$ cat config.mk
export PLATFORM = sky130hd
export DESIGN_NAME = poly_deflate_32
export DESIGN_NICKNAME = d
export VERILOG_FILES = /design/src/rtl/poly_deflate_32.sv
export SDC_FILE = /design/constraint.sdc
export NUM_CORES = 1
export LEC_CHECK = 0
export BUFFER_PORTS_ARGS = -buffer_cell sky130_fd_sc_hd__buf_2
export CAP_MARGIN = 10
export CORE_MARGIN = 4
export CORE_UTILIZATION = 65
export DETAILED_ROUTE_END_ITERATION = 7
export PLACE_DENSITY = 0.84
export SETUP_SLACK_MARGIN = 0.05
export SLEW_MARGIN = 40
export SYNTH_ARGS = -nofsm -noshare
export SYNTH_HDL_FRONTEND = slang
export SYNTH_SLANG_ARGS = --single-unit
$ cat constraint.sdc
create_clock -name clk -period 12.2 [get_ports clk]
set_clock_uncertainty 0.05 [all_clocks]
set_input_delay 2.44 -clock clk [delete_from_list [all_inputs] [get_ports clk]]
set_output_delay 2.44 -clock clk [all_outputs]
set_load 0.05 [all_outputs]
$ cat src/rtl/poly_deflate_32.sv
// poly_deflate_32
//   Sequential synthetic-division (Horner deflation) engine. A job consumes
//   DEG+1 coefficients (highest order first) and a root r, and emits the
//   quotient coefficients of p(x)/(x - r) followed by the remainder p(r).
//   A single multiply-add evaluates b_k = c_k + r*b_{k+1} (mod 2^32) per beat.
//
// Optional feature macro: DEFLATE_CARRY_EN
//   When defined, the multiply is built full width (64-bit product, 33-bit
//   sum) so that overflow can be detected on the sticky ovf flag. Data
//   results stay truncated either way. When undefined, ovf is tied low.
//
// Ports:
//   clk        rising-edge clock
//   rst_n      synchronous active-low reset
//   in_valid   coefficient beat valid
//   in_ready   engine can accept a coefficient (LOAD state)
//   in_coef    coefficient, c_DEG first down to c_0
//   in_root    root r, sampled only on the first beat of a job
//   out_valid  result beat valid (SEND state)
//   out_ready  consumer accepts the result beat
//   out_data   b_DEG .. b_1 (quotient), then b_0 (remainder)
//   out_last   marks the remainder beat
//   ovf        sticky overflow flag for the current job
module poly_deflate_32 #(
  parameter int DEG = 6
) (
  input  logic        clk,
  input  logic        rst_n,
  input  logic        in_valid,
  output logic        in_ready,
  input  logic [31:0] in_coef,
  input  logic [31:0] in_root,
  output logic        out_valid,
  input  logic        out_ready,
  output logic [31:0] out_data,
  output logic        out_last,
  output logic        ovf
);

  localparam int IDX_W = $clog2(DEG + 1);
  localparam logic [IDX_W-1:0] LAST_IDX = IDX_W'(DEG);

  typedef enum logic [1:0] {
    ST_LOAD = 2'd0,
    ST_MAC  = 2'd1,
    ST_SEND = 2'd2
  } state_e;

  state_e state_q, state_d;

  logic [IDX_W-1:0] idx_q, idx_d;
  logic [31:0]      acc_q, acc_d;
  logic [31:0]      root_q, root_d;
  logic [31:0]      coef_q, coef_d;
  logic [31:0]      res_q, res_d;

  logic             load_fire;
  logic             send_fire;
  logic             first_beat;
  logic [31:0]      acc_eff;
  logic [31:0]      mac_result;

  // ---------------------------------------------------------------------
  // FSM: state register
  // ---------------------------------------------------------------------
  always_ff @(posedge clk) begin
    if (!rst_n) begin
      state_q <= ST_LOAD;
    end else begin
      state_q <= state_d;
    end
  end

  // ---------------------------------------------------------------------
  // FSM: next-state logic
  // ---------------------------------------------------------------------
  always_comb begin
    state_d = state_q;
    case (state_q)
      ST_LOAD: if (in_valid) state_d = ST_MAC;
      ST_MAC:  state_d = ST_SEND;
      ST_SEND: if (out_ready) state_d = ST_LOAD;
      default: state_d = ST_LOAD;
    endcase
  end

  // ---------------------------------------------------------------------
  // FSM: outputs
  // ---------------------------------------------------------------------
  always_comb begin
    in_ready  = (state_q == ST_LOAD);
    out_valid = (state_q == ST_SEND);
    out_last  = (state_q == ST_SEND) && (idx_q == LAST_IDX);
    out_data  = res_q;
  end

  assign load_fire  = in_ready && in_valid;
  assign send_fire  = out_valid && out_ready;
  assign first_beat = (idx_q == '0);

  // The first beat of a job starts from b = 0, which drops any acc left
  // over from the previous job without needing an explicit clear cycle.
  assign acc_eff = first_beat ? 32'd0 : acc_q;

  // ---------------------------------------------------------------------
  // Multiply-add datapath
  // ---------------------------------------------------------------------
`ifdef DEFLATE_CARRY_EN
  logic [63:0] prod_full;
  logic [32:0] sum_full;
  logic        mac_ovf;
  logic        ovf_q, ovf_d;

  assign prod_full  = {32'd0, root_q} * {32'd0, acc_eff};
  assign sum_full   = {1'b0, coef_q} + {1'b0, prod_full[31:0]};
  assign mac_result = sum_full[31:0];
  assign mac_ovf    = (|prod_full[63:32]) | sum_full[32];

  // Sticky within a job; cleared when beat 0 of the next job is accepted.
  always_comb begin
    ovf_d = ovf_q;
    if (load_fire && first_beat) begin
      ovf_d = 1'b0;
    end else if (state_q == ST_MAC && mac_ovf) begin
      ovf_d = 1'b1;
    end
  end

  always_ff @(posedge clk) begin
    if (!rst_n) begin
      ovf_q <= 1'b0;
    end else begin
      ovf_q <= ovf_d;
    end
  end

  assign ovf = ovf_q;
`else
  logic [31:0] prod_lo;

  assign prod_lo    = root_q * acc_eff;
  assign mac_result = coef_q + prod_lo;
  assign ovf        = 1'b0;
`endif

  // ---------------------------------------------------------------------
  // Datapath next-state
  // ---------------------------------------------------------------------
  always_comb begin
    idx_d  = idx_q;
    acc_d  = acc_q;
    root_d = root_q;
    coef_d = coef_q;
    res_d  = res_q;

    if (load_fire) begin
      coef_d = in_coef;
      if (first_beat) begin
        root_d = in_root;
      end
    end

    if (state_q == ST_MAC) begin
      res_d = mac_result;
      acc_d = mac_result;
    end

    // idx only wraps on the remainder handshake.
    if (send_fire) begin
      if (idx_q == LAST_IDX) begin
        idx_d = '0;
      end else begin
        idx_d = idx_q + IDX_W'(1);
      end
    end
  end

  always_ff @(posedge clk) begin
    if (!rst_n) begin
      idx_q  <= '0;
      acc_q  <= 32'd0;
      root_q <= 32'd0;
      coef_q <= 32'd0;
      res_q  <= 32'd0;
    end else begin
      idx_q  <= idx_d;
      acc_q  <= acc_d;
      root_q <= root_d;
      coef_q <= coef_d;
      res_q  <= res_d;
    end
  end

endmodule

### Yosys cells after proc, flatten, opt, wreduce, memory -nomap -nowiden

Cells that the tools add are included.

| cells by class | value |
|---|---|
| muxes and demuxes | 5 |
| multipliers | 1 |
| reduce and logical (&&, ||, !) cells | 7 |
| eq/ne operators | 5 |
| add/sub/neg operators | 2 |

Operators with widths:

| kind | number |
|---|---|
| adder 32 bit | 1 |
| multiplier 32 x 32 -> 32 bit | 1 |
| 2-to-1 mux 32 bit | 1 |
| one-hot mux 2 bit (3 select lines) | 1 |
| 2-to-1 mux 2 bit | 2 |
| AND reduction 2 bit | 2 |
| adder 3 x 1 -> 3 bit (second input constant) | 1 |
| == test 3 bit (second input constant) | 1 |
| logical AND 1 bit | 3 |
| zero test 3 bit | 1 |
| 2-to-1 mux 3 bit | 1 |
| == test 2 x 1 -> 1 bit (second input constant) | 1 |
| == test 2 bit (second input constant) | 1 |
| zero test 2 bit | 1 |
| inequality test 2 x 1 -> 1 bit (second input constant) | 1 |
| inequality test 2 bit (second input constant) | 1 |

| storage, ports and cells | value |
|---|---|
| word-level logic and storage cells | 25 |
| output and inout bits | 36 |
| flip-flop bits (word level) | 101 |
| input bits | 68 |

### Longest topological paths before layout

Gate-level depths: netlist (run 1).

| logic depth | value |
|---|---|
| depth after elaboration | 4 |
| depth in mapped cells | 32 |

### Worst setup path before layout (run 1)

Ideal clock, no wire load.

| timing path | value |
|---|---|
| path kind | register -> register |
| from | register idx_q[0] |
| to | register res_q[31] (netlist: out_data[31]) |
| arrival time | 7.606 ns |
| required time | 12.080 ns |
| setup time | 0.070 ns |
| path slack | 4.474 ns |
| stages on the path, launching flop included | 31 |
| buffers on the path | 4 |
| clock period less this slack | 7.726 ns |
| cells stage by stage | dfxtp_1 -> clkbuf_1 -> or3_1 -> clkbuf_1 -> clkbuf_1 -> clkbuf_1 -> and3_1 -> fa_1 -> fa_1 -> fa_1 -> inv_1 -> fa_1 -> inv_1 -> fa_1 -> inv_1 -> fa_1 -> inv_1 -> fa_1 -> inv_1 -> fa_1 -> inv_1 -> ha_1 -> a21oi_1 -> o21ai_0 -> a311oi_1 -> o211ai_1 -> a41oi_1 -> o21a_1 -> nor3_1 -> nand3b_1 -> a21boi_1 |

| between the ends | value |
|---|---|
| longest elaborated chain between the ends | 4 |

Ends and longest elaborated chain:

| item | line | text |
|---|---|---|
| start: declaration | 51 | `logic [IDX_W-1:0] idx_q, idx_d;` |
| start signal: assignment | 186 | `idx_q <= idx_d;` |
| zero test 3 bit | 99 | `assign first_beat = (idx_q == '0);` |
| 2-to-1 mux 32 bit | 103 | `assign acc_eff = first_beat ? 32'd0 : acc_q;` |
| multiplier 32 x 32 -> 32 bit | 141 | `assign prod_lo = root_q * acc_eff;` |
| adder 32 bit | 142 | `assign mac_result = coef_q + prod_lo;` |
| end signal: assignment | 190 | `res_q <= res_d;` |
| end: declaration | 55 | `logic [31:0] res_q, res_d;` |

No other way between the ends.
A chain may end at the register's enable or synchronous reset.

### Final worst setup path (run 1)

Same ends and word-level chain as after synthesis.

==> impl_metrics.py, run 1 <==
metrics = {
    "floorplanning": {
        "die-area_um2": 34750,
        "die_height_um": 186.4,
        "placementRows": 65,
        "io_pins": 104,
        "start_util": 0.6575,
        "die_w_um": 186.4,
        "core_um2": 31470,
    },
    "logic_synthesis": {
        "ys.flop_type": "dfxtp_1",
        "synthesis.instances": 2361,
        "synth_edf_count": 0,
        "netlist_area_um2": 20690,
        "synth.largest_area_cell": "fa_1",
        "synth.area.top_cells": "fa_1 42%, dfxtp_1 9.8%, inv_1 9.0%",
        "yosysMostFrequentCell": "inv_1",
        "avgSynthCellArea_um2": 8.765,
        "synthArstFlopShare": 0,
        "yosys_warnings": 0,
        "synthDistinctLibCells": 52,
        "syn_nets": 2991,
        "yosysSeqAreaShare": 0.09771,
        "yosysTopAreaCellShare": 0.4237,
        "synth-seq-cells": 101,
        "synth_common_cells": "495 x inv_1, 438 x fa_1, 376 x nand2_1",
    },
    "finish": {
        "nets": 2987,
        "final_util": 0.6914,
        "drive_gt1_frac": 0.07070,
        "stdcell_area_um2": 21760,
        "syn2layout_area_growth_pct": 5.158,
    },
    "drt": {
        "wirelength_um": 58840,
        "vias": 16580,
        "ant_nets": 0,
        "dr.pass1.iters": 5,
        "wl_per_cell_um": 21.26,
        "drt_iter0_markers": 1565,
        "drc": 0,
        "via_per_inst": 5.991,
    },
    "power": {
        "power_switching_uw": 344.0,
        "power_density_nw_per_um2": 41.76,
        "vdd_drop_max_mv": 0.08989,
        "intPower_uw": 564.7,
        "p_comb_frac": 0.238,
        "switching_share": 0.3785,
        "p_leak_nw": 11.67,
        "seqPwrFrac": 0.427,
        "p_clk_frac": 0.335,
    },
    "timing": {
        "final_hold_viol_count": 0,
        "maxSlewViolCount": 0,
        "period_share": 0.7525,
        "tns_ps": 0,
        "fin_crit_ps": 9180,
        "max-slew-margin-rel": 0.4108,
        "tightest_slew_ps": 883.8,
        "rsz0062_at_grt": "false",
        "final-setup-viol-count": 0,
        "fmax_mhz": 108.9,
    },
    "critical_path": {
        "crit_path_end_kind": "flop",
        "cpMostUsedCell": "fa_1",
        "critPathSlowestCell": "or3_4",
        "crit_fanout": 89,
        "reg2reg_slack_ps": 3020,
        "cp-endpoint": "out_data[31]",
        "slowest_delay_ps": 690,
        "r2r_start": "idx_q[0]",
        "setup.worst_path.start": "idx_q[0]",
        "critical_path_arrival_ps": 9430,
        "rr_endpoint": "out_data[31]",
        "critical_path_class": "flop to flop",
        "worstPathRequired_ps": 12450,
        "r2r_cells": 27,
        "start_kind": "flop",
    },
    "clock_network": {
        "cts_buffers": 9,
        "cts_tree": "yes",
        "numClockSinks": 101,
        "clock-root-buffer": "clkbuf_16",
        "postCtsSetupBuffers": 0,
        "cts_hold_buf": 0,
        "clk_pin_slew_ps": 80,
        "post_cts_resized": 0,
        "clk_latency_ps": 360,
        "clock_path_buffers": 2,
        "cts_max_level": 3,
    },
    "min_path": {
        "hold_class": "flop to flop",
    },
    "grt": {
        "gr-total-overflow": 0,
        "grt_pass1_wl_um": 95100,
        "grt.total_usage": 0.3461,
        "antenna_found_initial": 1,
        "grt_pass1_vias": 18000,
        "grt_max_degree": 108,
    },
    "run_status": {
        "status": "complete, no violations",
    },
    "place": {
        "placed_area_um2": 21410,
        "hpwl_um": 44330,
        "globalplace.congestion": 0.9709,
        "io_buffer_count": 102,
    },
    "flow_run": {
        "cap_violations": 0,
    },
}
## flip-flops by register name, indices dropped and copies added (netlist names)
| register | count |
|---|---|
| coef_q | 32 |
| idx_q | 3 |
| out_data | 32 |
| state_q | 2 |
| root_q | 32 |
## routing by layer
layer,global-route usage,wire length [um]
met1,0.4512,22010
met4,0.1530,3137
met2,0.5619,27290
met5,0,20
met3,0.07875,6382
## placed cells by master (no fill, tap or decap), types with 4 or more instances in the layout
| cell | Yosys | layout |
|---|---|---|
| o31a_1 | 7 | 5 |
| nand2_1 | 376 | 376 |
| and3_1 | 218 | 218 |
| o21a_1 | 5 | 5 |
| nand3_1 | 39 | 39 |
| o21ai_0 | 9 | 9 |
| o21ai_1 | 28 | 28 |
| a21o_1 | 12 | 12 |
| and2_1 | 106 | 105 |
| inv_1 | 495 | 495 |
| dfxtp_1 | 101 | 97 |
| o21bai_1 | 5 | 5 |
| xnor2_1 | 57 | 57 |
| buf_4 | 1 | 35 |
| xor2_1 | 19 | 19 |
| xnor3_1 | 4 | 4 |
| o211a_1 | 4 | 4 |
| a21oi_1 | 21 | 21 |
| fa_1 | 438 | 438 |
| nor2_1 | 20 | 19 |
| ha_1 | 124 | 124 |
| clkbuf_16 | 0 | 9 |
| a21boi_1 | 72 | 72 |
| buf_2 | 1 | 102 |
## critical path, delay by kind of cell, from the launching register on
family / cells / cell delay, ps
adder cells (fa/ha/maj): 9 / 4240
AO/OA/AOI/OAI: 7 / 1560
buffers and inverters: 7 / 1510
AND/OR/NAND/NOR: 4 / 1130
flip-flops: 1 / 590
## through the flow
step	std cells	worst slack, ps	power, mW	hold slack, ps
6_report	2767	3020	0.9087	406.4
3_5_place_dp	2747	2883	0.6026	397.1
3_3_place_gp	2747	3227	0.5947	391.0
4_1_cts	2763	2897	0.9007	408.7
2_1_floorplan	2361	4474	0.5136	385.1
5_1_grt	2764	2381	0.9437	423.0
## worst min path at each step
stage / from / endpoint / depth (start not counted)
3_5_place_dp: coef_q[2] / coef_q[2] / 2
6_report: coef_q[2] / coef_q[2] / 2
5_1_grt: root_q[14] / root_q[14] / 2
3_3_place_gp: coef_q[2] / coef_q[2] / 2
2_1_floorplan: coef_q[13] / coef_q[13] / 2
4_1_cts: root_q[14] / root_q[14] / 2
## power groups by stage
| stage | clock [mW] | combinational, mW | sequential (mW) |
|---|---|---|---|
| after floorplan | 0 | 0.137 | 0.376 |
| after global placement | 0 | 0.204 | 0.391 |
| after detailed placement | 0 | 0.210 | 0.392 |
| after CTS | 0.305 | 0.211 | 0.385 |
| after global routing | 0.319 | 0.236 | 0.389 |
| final | 0.305 | 0.216 | 0.388 |
## kinds of logic after synthesis
kind of cell,count (synthesis),synth area share
adders and majority gates,562,0.4987
other,1,0.0001812
xor gates and xnor gates,80,0.03652
and+or+nand+nor,782,0.1867
AOI/OAI and AO/OA,185,0.06173
buffers and inverters,650,0.1185
DFF,101,0.09771
## cell type report
cell class | count | area (um2)
multi-input combinational | 1610 | 16240
clock buffer | 9 | 225.2
sequential | 101 | 2029
tap | 402 | 503.0
fill | 2321 | 9713
antenna | 3 | 7.507
timing repair buffer | 139 | 804.5
clock inverter | 7 | 88.84
inverter | 496 | 1862
Power figures use the tool's default switching activity.
==> inputs of run 2 (changes only) <==
==> constraint.sdc (replaced) <==
create_clock -name clk -period 9.2 [get_ports clk]
set_clock_uncertainty 0.05 [all_clocks]
set_input_delay 1.84 -clock clk [delete_from_list [all_inputs] [get_ports clk]]
set_output_delay 1.84 -clock clk [all_outputs]
set_load 0.05 [all_outputs]
==> impl_metrics.py, run 2 (synthesis gave the netlist of run 1 again) <==
metrics = {
    "run_status": {
        "status": "complete, no violations",
    },
    "critical_path": {
        "setup.worst_path.start": "idx_q[0]",
        "reg2reg_slack_ps": 570,
        "start_kind": "flop",
        "r2r_start": "idx_q[0]",
        "critical_path_class": "flop to flop",
        "critical_path_arrival_ps": 8870,
        "worstPathRequired_ps": 9440,
        "crit_path_end_kind": "flop",
        "crit_fanout": 36,
    },
    "timing": {
        "fin_crit_ps": 8626,
        "setup_ws_ps": 574.3,
        "tns_ps": 0,
        "final-setup-viol-count": 0,
        "tightest_slew_ps": 892.8,
        "max-slew-margin-rel": 0.4040,
        "fmax_mhz": 115.9,
        "final_hold_viol_count": 0,
        "rsz0062_at_grt": "false",
        "period_share": 0.9376,
        "maxSlewViolCount": 0,
    },
    "clock_network": {
        "clock-root-buffer": "clkbuf_16",
        "cts_max_level": 3,
        "cts_hold_buf": 0,
        "post_cts_resized": 0,
        "clock_path_buffers": 2,
        "postCtsSetupBuffers": 0,
        "clk_latency_ps": 360,
        "numClockSinks": 101,
        "clk_pin_slew_ps": 80,
        "cts_buffers": 9,
        "cts_tree": "yes",
    },
    "power": {
        "total_power_mw": 1.203,
        "p_leak_nw": 11.72,
        "power_density_nw_per_um2": 55.12,
        "vdd_drop_max_mv": 0.09605,
    },
    "drt": {
        "vias": 16470,
        "drc": 0,
        "dr.pass1.iters": 5,
        "ant_nets": 0,
        "wirelength_um": 60440,
        "wl_per_cell_um": 21.78,
        "drt_iter0_markers": 1527,
        "via_per_inst": 5.937,
    },
    "place": {
        "hpwl_um": 46960,
        "place_ws_ps": 759.7,
        "io_buffer_count": 102,
        "globalplace.congestion": 0.9749,
    },
    "finish": {
        "syn2layout_area_growth_pct": 5.460,
        "final_cell_mix": "495 x inv_1, 438 x fa_1, 376 x nand2_1",
        "nFillCells": 2411,
        "nets": 2997,
        "final_util": 0.6934,
        "drive_gt1_frac": 0.07589,
        "layout_commonest_cell": "inv_1",
    },
    "grt": {
        "antenna_found_initial": 2,
        "grt.total_usage": 0.3540,
        "grt_pass1_wl_um": 95940,
        "grt_max_degree": 138,
        "grt_pass1_vias": 17730,
        "gr-total-overflow": 0,
    },
    "min_path": {
        "hold_class": "flop to flop",
        "hold_start": "coef_q[4]",
    },
    "floorplanning": {
        "placementRows": 65,
        "die-area_um2": 34750,
        "core_um2": 31470,
        "die_height_um": 186.4,
        "start_util": 0.6575,
        "die_w_um": 186.4,
        "io_pins": 104,
    },
    "flow_run": {
        "cap_violations": 0,
    },
}
[run 2: changes by cell type in the layout (fill, tap and decap cells not counted), moves of 2 or more]
cell	previous run	this run
inv_8	2	0
clkinv_8	3	1
diode_2	3	1
dfxtp_1	97	95
inv_6	1	4
buf_4	35	45
dfxtp_2	3	6
[run 2: metal layers]
metal / part of all wire / GRT usage / vias up / routed length (um)
met5: 0.00069 / 0 / - / 42
met4: 0.051 / 0.1507 / 6 / 3104
met3: 0.13 / 0.1171 / 207 / 7788
met2: 0.44 / 0.5476 / 1029 / 26860
met1: 0.37 / 0.4633 / 8114 / 22640
li1: - / - / 7118 / -
[run 2: layout make-up]
| cell class | instances | area [um2] | share of cell area |
|---|---|---|---|
| Inverter | 496 | 1862 | 0.08531 |
| Antenna cell | 1 | 2.502 | 0.0001147 |
| Clock inverter | 7 | 67.56 | 0.003096 |
| Tap cell | 402 | 503.0 | 0.02305 |
| Timing Repair Buffer | 149 | 888.4 | 0.04071 |
| Multi-Input combinational cell | 1610 | 16250 | 0.7444 |
| Sequential cell | 101 | 2029 | 0.09299 |
| Clock buffer | 9 | 225.2 | 0.01032 |
[run 2: report_power, final]
part	internal (mW)	total [mW]	switching [mW]
sequential	0.460	0.523	0.0623
clock	0.191	0.392	0.202
combinational	0.0955	0.288	0.192
[run 2: critical path: stages, from the launching register on]
cell      delay (ps)
dfxtp_1          610
or3_4            510
and2_1           760
nand2_1          180
fa_1             540
inv_1             60
fa_1             430
fa_1             500
inv_1             60
fa_1             490
inv_1             60
fa_1             470
ha_1             300
fa_1             500
inv_1             60
fa_1             500
inv_1             50
ha_1             330
a21o_1           250
a2111o_1         390
a31oi_1          350
o211ai_1         210
a41oi_1          320
o21a_1           190
nor3_1            60
nand3b_1         160
a21boi_1         160
[run 2: worst paths after layout]
path	end	cells after the start
worst max-delay path	out_data[31]	26
worst min-delay path	coef_q[4]	2
worst max register to register	out_data[31]	26
worst min register to register	coef_q[4]	2
[run 2: metrics by stage]
stage / hold slack [ps] / std cells / instance area, um2
after floorplan: 385.1 / 2361 / 20690
after global placement: 391.8 / 2758 / 21500
after detailed placement: 400.1 / 2758 / 21520
after CTS: 411.7 / 2774 / 21810
after global routing: 430.7 / 2774 / 21820
final: 406.7 / 2775 / 21820
